## config.mk

```make
export PLATFORM = sky130hd
export DESIGN_NAME = dmem_arbiter
export DESIGN_NICKNAME = d
export VERILOG_FILES = /design/src/rtl/dmem_arbiter.sv
export SDC_FILE = /design/constraint.sdc
export NUM_CORES = 1
export LEC_CHECK = 0
export CAP_MARGIN = 20
export CORE_AREA = 2 2 141 143
export DETAILED_ROUTE_END_ITERATION = 16
export DIE_AREA = 0 0 143 145
export GPL_TIMING_DRIVEN = 0
export PLACE_DENSITY = 0.65
export SLEW_MARGIN = 20
export SYNTH_ARGS = -nofsm -noshare
export SYNTH_HDL_FRONTEND = slang
export SYNTH_SLANG_ARGS = --single-unit
```

## constraint.sdc

```tcl
create_clock -name clk -period 10.4 [get_ports clk]
set_input_delay 1.56 -clock clk [delete_from_list [all_inputs] [get_ports clk]]
set_output_delay 1.56 -clock clk [all_outputs]
set_load 0.1 [all_outputs]
```

## src/rtl/dmem_arbiter.sv

```systemverilog
// Two-requester (CPU / DMA) arbiter for a single data-memory port with fixed read latency.
// Optional round-robin tie-breaking is built when DMEM_ARB_RR_EN is defined; otherwise the CPU wins ties.
module dmem_arbiter #(
  parameter int ADDR_W = 32,
  parameter int DATA_W = 32,
  parameter int RD_LAT = 1
) (
  input  logic              clk,
  input  logic              reset,
  input  logic              cpu_req,
  input  logic              cpu_we,
  input  logic [ADDR_W-1:0] cpu_addr,
  input  logic [DATA_W-1:0] cpu_wdata,
  output logic [DATA_W-1:0] cpu_rdata,
  output logic              cpu_ack,
  output logic              cpu_stall,
  input  logic              dma_req,
  input  logic              dma_we,
  input  logic [ADDR_W-1:0] dma_addr,
  input  logic [DATA_W-1:0] dma_wdata,
  output logic [DATA_W-1:0] dma_rdata,
  output logic              dma_ack,
  output logic              mem_en,
  output logic              mem_we,
  output logic [ADDR_W-1:0] mem_addr,
  output logic [DATA_W-1:0] mem_wdata,
  input  logic [DATA_W-1:0] mem_rdata
);

  typedef enum logic [1:0] {
    IDLE  = 2'd0,
    ISSUE = 2'd1,
    WAIT  = 2'd2,
    RESP  = 2'd3
  } state_t;

  state_t            state_q, state_d;
  logic              grant_dma_q, grant_dma_d;
  logic [2:0]        cnt_q, cnt_d;
  logic              mem_en_q, mem_en_d;
  logic              mem_we_q, mem_we_d;
  logic [ADDR_W-1:0] mem_addr_q, mem_addr_d;
  logic [DATA_W-1:0] mem_wdata_q, mem_wdata_d;
  logic              cpu_ack_q, cpu_ack_d;
  logic              dma_ack_q, dma_ack_d;
  logic [DATA_W-1:0] cpu_rdata_q, cpu_rdata_d;
  logic [DATA_W-1:0] dma_rdata_q, dma_rdata_d;
  logic              any_req_s;
  logic              pick_dma_s;

  assign any_req_s = cpu_req | dma_req;

`ifdef DMEM_ARB_RR_EN
  logic last_dma_q, last_dma_d;

  // Winner selection: on a tie the side that was not granted last goes next.
  always_comb begin
    if (cpu_req && dma_req) begin
      pick_dma_s = ~last_dma_q;
    end else begin
      pick_dma_s = dma_req;
    end
  end

  // Remember the side of every grant made from IDLE.
  always_comb begin
    if ((state_q == IDLE) && any_req_s) begin
      last_dma_d = pick_dma_s;
    end else begin
      last_dma_d = last_dma_q;
    end
  end

  // Last-grant register; resets to DMA so the CPU takes the first tie.
  always_ff @(posedge clk or posedge reset) begin
    if (reset) begin
      last_dma_q <= 1'b1;
    end else begin
      last_dma_q <= last_dma_d;
    end
  end
`else
  // Winner selection: fixed priority, the CPU always wins a tie.
  always_comb begin
    if (cpu_req) begin
      pick_dma_s = 1'b0;
    end else begin
      pick_dma_s = dma_req;
    end
  end
`endif

  // Transaction FSM: next state, latched request and registered outputs.
  always_comb begin
    state_d     = state_q;
    grant_dma_d = grant_dma_q;
    cnt_d       = cnt_q;
    mem_en_d    = 1'b0;
    mem_we_d    = 1'b0;
    mem_addr_d  = mem_addr_q;
    mem_wdata_d = mem_wdata_q;
    cpu_ack_d   = 1'b0;
    dma_ack_d   = 1'b0;
    cpu_rdata_d = cpu_rdata_q;
    dma_rdata_d = dma_rdata_q;
    case (state_q)
      IDLE: begin
        if (any_req_s) begin
          grant_dma_d = pick_dma_s;
          mem_en_d    = 1'b1;
          mem_we_d    = pick_dma_s ? dma_we    : cpu_we;
          mem_addr_d  = pick_dma_s ? dma_addr  : cpu_addr;
          mem_wdata_d = pick_dma_s ? dma_wdata : cpu_wdata;
          state_d     = ISSUE;
        end else begin
          state_d = IDLE;
        end
      end
      ISSUE: begin
        // mem_we_q still carries the latched direction during the strobe cycle
        if (mem_we_q) begin
          cpu_ack_d = ~grant_dma_q;
          dma_ack_d = grant_dma_q;
          state_d   = RESP;
        end else begin
          cnt_d   = 3'(RD_LAT);
          state_d = WAIT;
        end
      end
      WAIT: begin
        if (cnt_q == 3'd1) begin
          if (grant_dma_q) begin
            dma_rdata_d = mem_rdata;
          end else begin
            cpu_rdata_d = mem_rdata;
          end
          cpu_ack_d = ~grant_dma_q;
          dma_ack_d = grant_dma_q;
          state_d   = RESP;
        end else begin
          cnt_d = cnt_q - 3'd1;
        end
      end
      RESP: begin
        state_d = IDLE;
      end
      default: begin
        state_d = IDLE;
      end
    endcase
  end

  // State and output registers; reset clears everything asynchronously.
  always_ff @(posedge clk or posedge reset) begin
    if (reset) begin
      state_q     <= IDLE;
      grant_dma_q <= 1'b0;
      cnt_q       <= 3'd0;
      mem_en_q    <= 1'b0;
      mem_we_q    <= 1'b0;
      mem_addr_q  <= {ADDR_W{1'b0}};
      mem_wdata_q <= {DATA_W{1'b0}};
      cpu_ack_q   <= 1'b0;
      dma_ack_q   <= 1'b0;
      cpu_rdata_q <= {DATA_W{1'b0}};
      dma_rdata_q <= {DATA_W{1'b0}};
    end else begin
      state_q     <= state_d;
      grant_dma_q <= grant_dma_d;
      cnt_q       <= cnt_d;
      mem_en_q    <= mem_en_d;
      mem_we_q    <= mem_we_d;
      mem_addr_q  <= mem_addr_d;
      mem_wdata_q <= mem_wdata_d;
      cpu_ack_q   <= cpu_ack_d;
      dma_ack_q   <= dma_ack_d;
      cpu_rdata_q <= cpu_rdata_d;
      dma_rdata_q <= dma_rdata_d;
    end
  end

  assign mem_en    = mem_en_q;
  assign mem_we    = mem_we_q;
  assign mem_addr  = mem_addr_q;
  assign mem_wdata = mem_wdata_q;
  assign cpu_ack   = cpu_ack_q;
  assign dma_ack   = dma_ack_q;
  assign cpu_rdata = cpu_rdata_q;
  assign dma_rdata = dma_rdata_q;
  assign cpu_stall = cpu_req & ~cpu_ack_q;

endmodule

```

==> impl_metrics.toml <==
[final_layout]
final_util = 0.523
insertedDiodeCount = 0
syn_to_final_growth_pct = 65.1
final_layout_size_suffix_gt1_frac = 0.156
fill_cells = 1635
nets = 960

[setup_path]
cp-end-kind = "primary output"
r2r-start = "cnt_q[1]"
rr_endpoint = "cpu_rdata[12]"
critPathKind = "in2out"
r2r_setup_slack_ns = 8.54
worstPathMaxFanout = 5
r2r_cells = 6
start_kind = "primary input"
arrival_ns = 3.57
critPathRequiredTime_ns = 8.84

[yosys]
syn_area_um2 = 6080
yosysWarnings = 0
synth_cell_types = 32
ys_ff_latch = 138
synth_top_family_by_area = "multiplexers"
syn_nets = 642
synth_mux_area_frac = 0.244
synth.avg_cell_area_um2 = 12.9
yosysSeqAreaShare = 0.568
synth_compound_area_frac = 0.0671
synthCells = 471
synthAdderAreaFrac = 0.0103
synth-simple-area-share = 0.0623
synth-xor-area-share = 0

[drt]
detail_route.wl_per_cell_um = 17.0
vias = 4876
dr_wl_met3_um = 1430
wl_met2_um = 8870
ant_nets = 0
dr.max_layer_used = "met4"
drtPass1Iterations = 4
drt-total-wl_um = 18100
drc = 0
drt_iter0_drc = 130
wl_met1_um = 7590
viasPerCell = 4.57

[sta]
worstMarginPinSlew_ns = 1.03
whs_ns = 0.478
slew_headroom = 0.309
skew_ns = 0.0115
post-route-min-period_ns = 5.13
setup_viol = 0
max_freq_mhz = 195
rsz0062_at_grt = "no"
hold_viol = 0
finalSetupTns_ns = 0
fin_crit_sh = 0.494
drv_slew = 0

[clock_tree]
clock-sinks = 138
cts_resized = 0
clockBufferDepth = 2
cts_hold_buf = 0
cts_tree = "yes"
path_clk_slew_ns = 0.05
cts_root_buf = "clkbuf_16"
h-tree-depth = 4
cts_buffers = 17
clk_latency_ns = 0.41
cts_setup_buffers = 0

[die]
io_pins = 299
rows = 51
die_w_um = 143
die_area_um2 = 20700
core_um2 = 19200
die_h_um = 145
start_util = 0.317

[global_routing]
grt_overflow = 0
grt_max_degree = 79
antenna_found_initial = 0
grt_first_pass_wirelength_um = 28100
grt.total_usage = 0.176
grt_pass1_vias = 5090

[hold_path]
hp-class = "reg2reg"
holdPathStages = 2
hold_path_end = "mem_addr[24]"
min_from = "mem_addr[24]"

[outcome]
outcome = "completed"

[place]
gp_congestion = 0.763
io_buffers = 298
hpwl_um = 14000

[run]
cap_violations = 0
-- synth_stat cells --
library cell	number	area, µm²
nand2_1	68	255
a31oi_1	1	6.26
o311ai_0	1	8.76
clkbuf_1	4	15.0
mux2_4	30	450
o21ai_0	70	350
buf_12	3	60.1
ha_1	5	62.6
nor2b_1	1	6.26
o211ai_1	1	7.51
a32o_1	1	10.0
a21oi_1	3	15.0
buf_4	9	67.6
mux2_1	2	22.5
mux2i_1	64	641
and2_1	2	12.5
and3b_4	1	12.5
dfrtp_1	138	3450
nand2_4	1	11.3
buf_2	1	5.00
buf_6	9	101
mux2_2	33	372
nand4_1	2	12.5
nand2b_4	1	13.8
o311a_1	1	10.0
and2b_2	1	8.76
inv_1	9	33.8
clkbuf_2	2	10.0
nand2b_1	1	6.26
nor3_4	1	16.3
nand4b_1	1	8.76
nor2_1	4	15.0
-- placed cells by master (no fill, tap or decap), types with 2 or more instances in the layout --
master / instances
bufinv_16: 3
ha_1: 5
clkinvlp_4: 3
and2_1: 2
nor2_1: 4
a21oi_1: 3
clkbuf_2: 2
buf_12: 3
nand4_1: 2
nand2_1: 68
mux2_1: 2
clkinv_4: 3
inv_1: 8
mux2i_1: 64
clkbuf_16: 17
o21ai_0: 70
buf_6: 9
dfrtp_1: 138
buf_4: 9
mux2_4: 30
clkdlybuf4s50_1: 298
mux2_2: 33
clkinv_2: 2
clkbuf_1: 5
inv_6: 2
-- final cells by class --
| cell class | count | area, µm² | area share |
|---|---|---|---|
| Sequential cell | 138 | 3450 | 0.344 |
| Timing Repair Buffer | 299 | 3010 | 0.300 |
| Multi-Input combinational cell | 296 | 2330 | 0.233 |
| Clock buffer | 19 | 443 | 0.0441 |
| Tap cell | 265 | 332 | 0.0330 |
| Buffer | 28 | 259 | 0.0258 |
| Clock inverter | 13 | 166 | 0.0166 |
| Inverter | 9 | 41.3 | 0.00411 |
-- flip-flops by register name, summed over array words and instances, names as in the netlist, 2 cells and up --
signal,flops
cpu_rdata,32
dma_rdata,32
mem_addr,32
mem_wdata,32
cnt_q,3
state_q,2
-- worst max-delay path: stages --
cell and delay [ns]:
clkdlybuf4s50_1 0.67, nor2b_1 0.19, clkdlybuf4s50_1 1.14
-- logic make-up (layout without fill, tap and decap cells) --
logic type,count (synthesis),count (layout)
mux,129,129
fa+ha+maj,5,5
simple gates,84,84
flops,138,138
buf+inv,37,368
compound gates,78,78
-- how the worst max path moves through the flow --
stage,from,to,slack (ns),cells after the start
floorplan,reset,cnt_q[0],5.14,1
global placement,reset,mem_addr[22],3.28,2
detailed placement,cpu_req,cpu_stall,5.27,3
CTS,cpu_req,cpu_stall,5.26,3
global route,cpu_req,cpu_stall,5.25,3
finish,cpu_req,cpu_stall,5.27,3
-- per-stage QoR --
step	area, µm²	std cells	worst slack (ns)
after floorplan	6080	471	5.14
after global placement	9400	1034	3.28
after detailed placement	9430	1035	5.27
after CTS	10000	1067	5.26
after global routing	10000	1067	5.25
final	10000	1067	5.27
-- layer usage --
layer / up-vias / track usage
met5: - / 0
met4: 0 / 0.0485
met3: 14 / 0.0578
met2: 224 / 0.293
met1: 2350 / 0.219
li1: 2288 / -
Power is left out: the tool's default activity adds up to more than one toggle a clock period on the data nets, which glitch-free logic cannot reach.
